==> config.mk <==
export PLATFORM = sky130hd
export DESIGN_NAME = bsg_manycore_request_initiator
export DESIGN_NICKNAME = d
export VERILOG_FILES = /design/src/rtl/bsg_manycore_request_initiator.sv
export SDC_FILE = /design/constraint.sdc
export NUM_CORES = 1
export LEC_CHECK = 0
export BUFFER_PORTS_ARGS = -buffer_cell sky130_fd_sc_hd__buf_2
export CAP_MARGIN = 10
export CORE_ASPECT_RATIO = 0.6
export CORE_UTILIZATION = 30
export DETAILED_ROUTE_END_ITERATION = 10
export HOLD_SLACK_MARGIN = 0.12
export PLACE_DENSITY = 0.56
export SYNTH_ARGS = -nofsm -noshare
export SYNTH_HDL_FRONTEND = slang
export SYNTH_SLANG_ARGS = --single-unit
==> constraint.sdc <==
create_clock -name clk_i -period 4.1 [get_ports clk_i]
set_input_delay 0.41 -clock clk_i [delete_from_list [all_inputs] [get_ports clk_i]]
set_output_delay 0.41 -clock clk_i [all_outputs]
set_load 0.01 [all_outputs]
==> src/rtl/bsg_manycore_request_initiator.sv <==
// Tagged remote load/store initiator: builds manycore request packets, tracks reg_id tags,
// retires store credits and returns load data. Define BSG_MANYCORE_INITIATOR_STATS_EN for traffic counters.
module bsg_manycore_request_initiator #(
   parameter int x_cord_width_p = 4,
   parameter int y_cord_width_p = 4,
   parameter int addr_width_p   = 16,
   parameter int data_width_p   = 32,
   parameter int max_out_p      = 8,
   localparam int mask_width_lp   = data_width_p >> 3,
   localparam int packet_width_lp = addr_width_p + 2 + mask_width_lp + 5 + data_width_p
                                    + 2 * (x_cord_width_p + y_cord_width_p),
   localparam int count_width_lp  = $clog2(max_out_p + 1)
) (
   input  logic                       clk_i,
   input  logic                       reset_i,
   input  logic                       cmd_v_i,
   input  logic                       cmd_we_i,
   input  logic [addr_width_p-1:0]    cmd_addr_i,
   input  logic [data_width_p-1:0]    cmd_data_i,
   input  logic [mask_width_lp-1:0]   cmd_mask_i,
   input  logic [x_cord_width_p-1:0]  cmd_x_i,
   input  logic [y_cord_width_p-1:0]  cmd_y_i,
   output logic                       cmd_ready_o,
   output logic                       out_v_o,
   output logic [packet_width_lp-1:0] out_packet_o,
   input  logic                       out_ready_i,
   input  logic                       returned_v_i,
   input  logic [data_width_p-1:0]    returned_data_i,
   input  logic [4:0]                 returned_reg_id_i,
   input  logic [1:0]                 returned_pkt_type_i,
   output logic                       returned_yumi_o,
   input  logic                       returned_credit_v_i,
   input  logic [4:0]                 returned_credit_reg_id_i,
   output logic                       resp_v_o,
   output logic [data_width_p-1:0]    resp_data_o,
   output logic [4:0]                 resp_tag_o,
   input  logic                       resp_yumi_i,
   input  logic                       fence_i,
   output logic                       fence_done_o,
   output logic [count_width_lp-1:0]  outstanding_o,
`ifdef BSG_MANYCORE_INITIATOR_STATS_EN
   output logic [31:0]                stat_loads_o,
   output logic [31:0]                stat_stores_o,
   output logic [31:0]                stat_stall_o,
`endif
   input  logic [x_cord_width_p-1:0]  my_x_i,
   input  logic [y_cord_width_p-1:0]  my_y_i
);

   typedef enum logic [1:0] {e_remote_load = 2'd0, e_remote_store = 2'd1} op_e;

   typedef struct packed {
      logic [addr_width_p-1:0]   addr;
      op_e                       op;
      logic [mask_width_lp-1:0]  op_ex;
      logic [4:0]                reg_id;
      logic [data_width_p-1:0]   payload;
      logic [y_cord_width_p-1:0] src_y_cord;
      logic [x_cord_width_p-1:0] src_x_cord;
      logic [y_cord_width_p-1:0] y_cord;
      logic [x_cord_width_p-1:0] x_cord;
   } packet_s;

   typedef enum logic {EMPTY, FULL} state_e;

   state_e                  state_q, state_d;
   packet_s                 pkt_q, pkt_d;
   logic [max_out_p-1:0]    busy_q, busy_d, set_vec, clr_vec;
   logic [31:0]             busy_ext;
   logic                    resp_v_q, resp_v_d;
   logic [data_width_p-1:0] resp_data_q;
   logic [4:0]              resp_tag_q;
   logic                    free_found;
   logic [4:0]              free_tag;
   logic                    accept, send, credit_ok, ret_ok;
   logic [count_width_lp-1:0] outstanding;
   logic                    unused_pkt_type;

   assign unused_pkt_type = ^returned_pkt_type_i;
   assign busy_ext        = 32'(busy_q);

   // Allocation looks only at registered busy bits, so a tag freed this cycle waits a cycle.
   always_comb begin
      free_found = 1'b0;
      free_tag   = '0;
      for (int i = max_out_p - 1; i >= 0; i--) begin
         if (!busy_q[i]) begin
            free_found = 1'b1;
            free_tag   = 5'(i);
         end
      end
   end

   always_comb begin
      outstanding = '0;
      for (int i = 0; i < max_out_p; i++) begin
         outstanding = outstanding + count_width_lp'(busy_q[i]);
      end
   end

   assign out_v_o         = (state_q == FULL);
   assign send            = out_v_o & out_ready_i;
   assign cmd_ready_o     = ~fence_i & free_found & ((state_q == EMPTY) | out_ready_i);
   assign accept          = cmd_v_i & cmd_ready_o;
   assign returned_yumi_o = returned_v_i & (~resp_v_q | resp_yumi_i);
   // Returns/credits for idle tags are consumed but otherwise ignored.
   assign credit_ok       = returned_credit_v_i & busy_ext[returned_credit_reg_id_i];
   assign ret_ok          = returned_yumi_o & busy_ext[returned_reg_id_i];

   always_comb begin
      set_vec = '0;
      clr_vec = '0;
      for (int i = 0; i < max_out_p; i++) begin
         if (accept && free_tag == 5'(i)) set_vec[i] = 1'b1;
         if ((credit_ok && returned_credit_reg_id_i == 5'(i)) ||
             (ret_ok && returned_reg_id_i == 5'(i))) clr_vec[i] = 1'b1;
      end
      busy_d = (busy_q & ~clr_vec) | set_vec;
   end

   always_comb begin
      state_d = state_q;
      case (state_q)
         EMPTY:   if (accept) state_d = FULL;
         FULL:    if (send && !accept) state_d = EMPTY;
         default: state_d = EMPTY;
      endcase
   end

   always_comb begin
      pkt_d = pkt_q;
      if (accept) begin
         pkt_d.addr       = cmd_addr_i;
         pkt_d.op         = cmd_we_i ? e_remote_store : e_remote_load;
         pkt_d.op_ex      = cmd_we_i ? cmd_mask_i : '0;
         pkt_d.reg_id     = free_tag;
         pkt_d.payload    = cmd_we_i ? cmd_data_i : '0;
         pkt_d.src_y_cord = my_y_i;
         pkt_d.src_x_cord = my_x_i;
         pkt_d.y_cord     = cmd_y_i;
         pkt_d.x_cord     = cmd_x_i;
      end
   end

   assign resp_v_d = ret_ok ? 1'b1 : (resp_yumi_i ? 1'b0 : resp_v_q);

   always_ff @(posedge clk_i or posedge reset_i) begin
      if (reset_i) begin
         state_q  <= EMPTY;
         busy_q   <= '0;
         resp_v_q <= 1'b0;
      end else begin
         state_q  <= state_d;
         busy_q   <= busy_d;
         resp_v_q <= resp_v_d;
      end
   end

   always_ff @(posedge clk_i) begin
      pkt_q <= pkt_d;
      if (ret_ok) begin
         resp_data_q <= returned_data_i;
         resp_tag_q  <= returned_reg_id_i;
      end
   end

   assign out_packet_o  = pkt_q;
   assign resp_v_o      = resp_v_q;
   assign resp_data_o   = resp_data_q;
   assign resp_tag_o    = resp_tag_q;
   assign outstanding_o = outstanding;
   assign fence_done_o  = fence_i & ~(|busy_q) & (state_q == EMPTY);

`ifdef BSG_MANYCORE_INITIATOR_STATS_EN
   logic [31:0] stat_loads_q, stat_stores_q, stat_stall_q;

   always_ff @(posedge clk_i or posedge reset_i) begin
      if (reset_i) begin
         stat_loads_q  <= '0;
         stat_stores_q <= '0;
         stat_stall_q  <= '0;
      end else begin
         if (send && pkt_q.op == e_remote_load)  stat_loads_q  <= stat_loads_q + 32'd1;
         if (send && pkt_q.op == e_remote_store) stat_stores_q <= stat_stores_q + 32'd1;
         if (out_v_o && !out_ready_i)            stat_stall_q  <= stat_stall_q + 32'd1;
      end
   end

   assign stat_loads_o  = stat_loads_q;
   assign stat_stores_o = stat_stores_q;
   assign stat_stall_o  = stat_stall_q;
`endif

`ifndef SYNTHESIS
   assert property (@(posedge clk_i) disable iff (reset_i)
                    returned_credit_v_i |-> busy_ext[returned_credit_reg_id_i])
      else $error("store credit on idle reg_id %0d", returned_credit_reg_id_i);
   assert property (@(posedge clk_i) disable iff (reset_i)
                    returned_yumi_o |-> busy_ext[returned_reg_id_i])
      else $error("load return on idle reg_id %0d", returned_reg_id_i);
`endif

endmodule

Word level (Yosys, flattened, before mapping)
Cells that the tools add are included.
{"block": "word_totals", "regBits": 122, "elab_cells": 143, "out_inout_bits": 121}
{"block": "op_classes", "n_bitwise": 18, "n_eq_ne": 21, "magnitude_cmp": 2, "n_mux": 42, "addsub": 7, "reduce_logical": 39}
{"operator": "$eq A5 B3 Y1 const B", "n": 12}
{"operator": "$mux W5", "n": 7}
{"operator": "$mux W1", "n": 31}
{"operator": "$eq A5 B2 Y1 const B", "n": 6}
{"operator": "$logic_and A1 B1 Y1", "n": 25}
{"operator": "$add A4 B1 Y4", "n": 4}
{"operator": "$eq A5 B1 Y1 const B", "n": 3}
{"operator": "$logic_not A5 Y1", "n": 3}
{"operator": "$lt A5 B6 Y1 const B", "n": 2}
{"operator": "$bmux W1 S5", "n": 2}
{"operator": "$and A1 B1 Y1", "n": 9}
{"operator": "$and A8 B8 Y8", "n": 1}
{"operator": "$logic_or A1 B1 Y1", "n": 8}
{"operator": "$not A8 Y8", "n": 1}
{"operator": "$or A8 B8 Y8", "n": 1}
{"operator": "$reduce_or A8 Y1", "n": 1}
{"operator": "$add A3 B1 Y4", "n": 1}
{"operator": "$not A1 Y1", "n": 4}
{"operator": "$add A2 B1 Y3", "n": 1}
{"operator": "$mux W3", "n": 1}
{"operator": "$add A1 B1 Y2", "n": 1}
{"operator": "$or A1 B1 Y1", "n": 2}
{"operator": "$pmux W1 S2", "n": 1}
{"operator": "$reduce_bool A2 Y1", "n": 1}
{"operator": "$logic_not A1 Y1", "n": 1}

Longest topological paths before layout
{"block": "logic_depth", "word_depth": 15, "depth_mapped": 9, "ltp_nobuf": 9}

Worst setup path before layout
Ideal clock, no wire load.
{"block": "synth_path", "kind": "reg-to-reg", "start": "register busy_q[2]", "end": "register pkt_q, in the netlist out_packet_o[0] (enable)", "setup_time_ps": 503, "slack_ps": -149, "stages_incl_launch_ff": 5, "arrival_time_ps": 3746, "period_less_slack_ps": 4249, "required_ps": 3597, "cell_sequence": "dfrtp_1 -> buf_2 -> nand4_1 -> nor3_1 -> nor2_1"}
{"block": "synth_between", "elab_chain_cells": 6}
{"item": "from (decl)", "line": "68", "rtl": "logic [max_out_p-1:0] busy_q, busy_d, set_vec, clr_vec;"}
{"item": "from (signal assigned)", "line": "154", "rtl": "busy_q <= busy_d;"}
{"item": "$mux W1 (3 in a row)", "line": "87", "rtl": "if (!busy_q[i]) begin"}
{"item": "$and A1 B1 Y1 (2 in a row)", "line": "103", "rtl": "assign cmd_ready_o = ~fence_i & free_found & ((state_q == EMPTY) | out_ready_i);"}
{"item": "$and A1 B1 Y1", "line": "104", "rtl": "assign accept = cmd_v_i & cmd_ready_o;"}
{"item": "via accept", "line": "75", "rtl": "logic accept, send, credit_ok, ret_ok;"}
{"item": "to (signal assigned)", "line": "160", "rtl": "pkt_q <= pkt_d;"}
{"item": "to (decl)", "line": "67", "rtl": "packet_s pkt_q, pkt_d;"}
The timed path passes the listed nets, and every way through them passes these cells.
A chain may end at the register's enable or synchronous reset.

Final worst setup path
{"block": "layout_path", "start": "register busy_q[0]", "end": "output outstanding_o[2]"}
{"block": "layout_between", "elab_chain_cells": 7}
{"item": "$add A1 B1 Y2", "line": "97", "rtl": "outstanding = outstanding + count_width_lp'(busy_q[i]);"}
{"item": "$add A2 B1 Y3", "line": "97"}
{"item": "$add A3 B1 Y4", "line": "97"}
{"item": "$add A4 B1 Y4 (4 in a row)", "line": "97"}
{"item": "to (decl)", "line": "40", "rtl": "output logic [count_width_lp-1:0] outstanding_o,"}
No other way between the ends.

==> metrics.md <==
| Metric | Value |
|---|---|
| Top FF cell, synth | edfxtp_1 |
| Crit path max-delay cell type | fa_1 |
| CTS tree | done |
| DRT Wirelength | between 10000 and 15000 um |
| First-pass GRT wire length | around 16000 um |
| Initial core utilization | 0.308 |
| Total area of sequential cells | ~3500 um^2 |
| Total CTS buffers | 17 |
| GRT Overall Usage | 0.144 |
| Row count | 34 |
| Initial DRC Count | 300 |
| Worst-margin pin slew | 1.12 ns |
| Reg2Reg Launch Point | busy_q[7] |
| IO Pins | ~240 |
| CP endpoint kind | output pin |
| Gate Count Post-Synth | between 200 and 300 |
| Leakage power | roughly 0.0027 uW |
| Pre-antenna DRT Iters | 4 |
| Area of the die | about 15000 um^2 |
| CP Launch Type | register |
| Pins over their slew limit | 0 |
| Congestion Overflow GR | 0 |
| Routability Congestion | 0.892 |
| Sequential fraction of the synthesis area | 0.787 |
| Initial antenna violation count | 0 |
| Core Area | between 10000 and 15000 um^2 |
| Port-buffer cells | about 240 |
| Resized Gates After CTS | 0 |
| Clock latency on the worst-skew pair | around 0.40 ns |
| Final clock skew | 0.0107 ns |
| Post-Layout Cell Count | 722 |
| CTS Sinks | 119 |
| Endpoints failing setup | 0 |
| Commonest non-fill, non-tap cells in the layout | buf_2, edfxtp_1, and2_1 |
| Hold Startpoint | cmd_addr_i[12] |
| Period utilization | 0.902 |
| Cell variety after synth | around 40 |
| Placed insts | roughly 700 |
| Vias | between 3000 and 4000 |
| Post-synthesis async set-or-reset flop share | 0.0840 |
| Drt via density | 4.32 |
| Cell mode on critical path | fa_1 |
| Peak Freq | between 0.2 and 0.3 GHz |
| Worst Path Max Fanout | 8 |
| Drt wl/cell | ~16 um |
| Share of cells above drive strength 1 | 0.523 |
| Worst vdd ir | 0.244 mV |
| Final hold viol count | 0 |
| Worst-path clk slew | approximately 0.060 ns |
| Worst endpoint data arrival time | roughly 3.3 ns |
| RSZ-0062 raised after global routing | false |
| Post-Syn Area | 4470 um^2 |
| FF+latch count, synth | approximately 120 |
| Vias in the first global route | about 3000 |
| Fin nets | 640 |
| Drt drc | 0 |
| Commonest non-fill, non-tap cell in the layout | buf_2 |
| Clock Tree Root | clkbuf_16 |
| Synth warn | 0 |
| Layout fillers | ~1300 |
| Layout area overhead | 45.6% |
| Dpl hpwl | about 8500 um |
| TNS Setup | 0 ns |
| HP Class | primary input to register |
| Number of synthesized flops with an enable pin | about 110 |
| Max-Cap Viols | 0 |
| Crit path kind | register to output pin |
| # diodes | 0 |
| Tmin final | about 3.7 ns |
| Antenna-violating nets left | 0 |
| WP data required | roughly 3.7 ns |
| Relative slew slack | 0.250 |
| Critical Path Start | busy_q[0] |
| Crit-path cells | fa_1 -> inv_1 -> fa_1 -> fa_1 -> inv_1 -> ha_1 -> inv_1 -> fa_1 -> xnor2_1 -> buf_2 |
| CP peak stage delay | ~0.56 ns |
| Overall die width | about 160 um |
| Status | complete, no violations |
| H-tree depth | 4 |
| CTS max path bufs | 2 |
| PD cells | approximately 600 nW/um^2 |
| Mean area per synthesized cell | 17.2 um^2 |
| Area of the multi-input gates | between 800 and 900 um^2 |
| Largest net degree at the start of global routing | 70 |
| Die height | between 90 and 100 um |
## kinds of logic (layout without fill, tap and decap cells)
group	count (synthesis)	after routing	share of synthesized area
mux	2	2	0.0109
compound gates	23	23	0.0344
xor+xnor	1	1	0.00196
other cells	1	3	0.000838
fa+ha+maj	8	8	0.0291
buf+inv	23	285	0.0238
flops	119	119	0.787
simple gates	83	83	0.112
## report_power, final
part / total (uW) / switching, uW / internal (uW)
clock: 1550 / 581 / 971
sequential: 1510 / 80.7 / 1430
combinational: 744 / 415 / 329
## registers in the layout, summed over array words and instances (netlist names)
register / flops
out_packet_o: 72
resp_data_o: 32
busy_q: 8
resp_tag_o: 5
out_v_o: 1
resp_v_o: 1
## critical path, delay by kind of cell, from the launching register on
kind | cells | cell delay (ns)
fa+ha+maj | 5 | 1.99
flops | 1 | 0.46
buf+inv | 4 | 0.31
xor+xnor | 1 | 0.13
## synth_stat cells (all sizes together) (3+ instances only)
cell / number / area share
ha: 4 / 0.011
nand3b: 4 / 0.0075
nor3: 4 / 0.0045
nand3: 5 / 0.0056
inv: 15 / 0.013
o221ai: 3 / 0.0059
nand4: 3 / 0.0042
a21oi: 3 / 0.0034
buf: 5 / 0.0087
dfrtp: 10 / 0.056
o21ai: 7 / 0.0078
and2: 37 / 0.052
o311ai: 3 / 0.0059
clkbuf: 3 / 0.0025
edfxtp: 109 / 0.73
nor2: 6 / 0.0050
nand2b: 7 / 0.0098
fa: 4 / 0.018
nand2: 8 / 0.0073
## worst paths after layout
path,end,slack [ns],cells past startpoint
max,outstanding_o[2],0.40,10
min,out_packet_o[71],0.18,1
max reg2reg,resp_data_o[25],1.69,3
min reg2reg,out_v_o,0.60,2
max in group asynchronous,out_v_o,3.23,3
min in group asynchronous,resp_v_o,0.57,3
## per-layer routing
layer  track usage  routed length, um  up-vias  part of all wire
met3        0.0704               1300        4              0.11
met5             0                  0        -                 0
met1         0.186               4940     1465              0.44
met2         0.209               5020      179              0.44
met4        0.0505                 55        0            0.0049
li1              -                  -     1470                 -
## per-stage QoR
step | hold WS (ns) | utilization | instance area [um^2] | total power, uW | worst slack [ns]
global placement | 0.429 | 0.406 | 5890 | 2260 | 0.825
detailed placement | 0.423 | 0.406 | 5890 | 2280 | 0.800
floorplan | 0.250 | - | 4480 | 1980 | 0.922
CTS | 0.158 | 0.449 | 6510 | 3860 | 0.353
global route | 0.160 | 0.449 | 6510 | 4000 | 0.243
finish | 0.179 | 0.449 | 6510 | 3800 | 0.401
## cell type report
cell class / instances / share of cell area
Sequential cell: 119 / 0.541
Timing Repair Buffer: 238 / 0.184
Multi-Input combinational cell: 120 / 0.134
Clock buffer: 17 / 0.0653
Tap cell: 198 / 0.0380
Clock inverter: 15 / 0.0292
Inverter: 15 / 0.00865
## what timing repair did
item	4_1_cts	5_1_grt
hold endpoints to repair	10	0
hold buffers	1	0
setup buffers	0	0
Power figures use the tool's default switching activity.
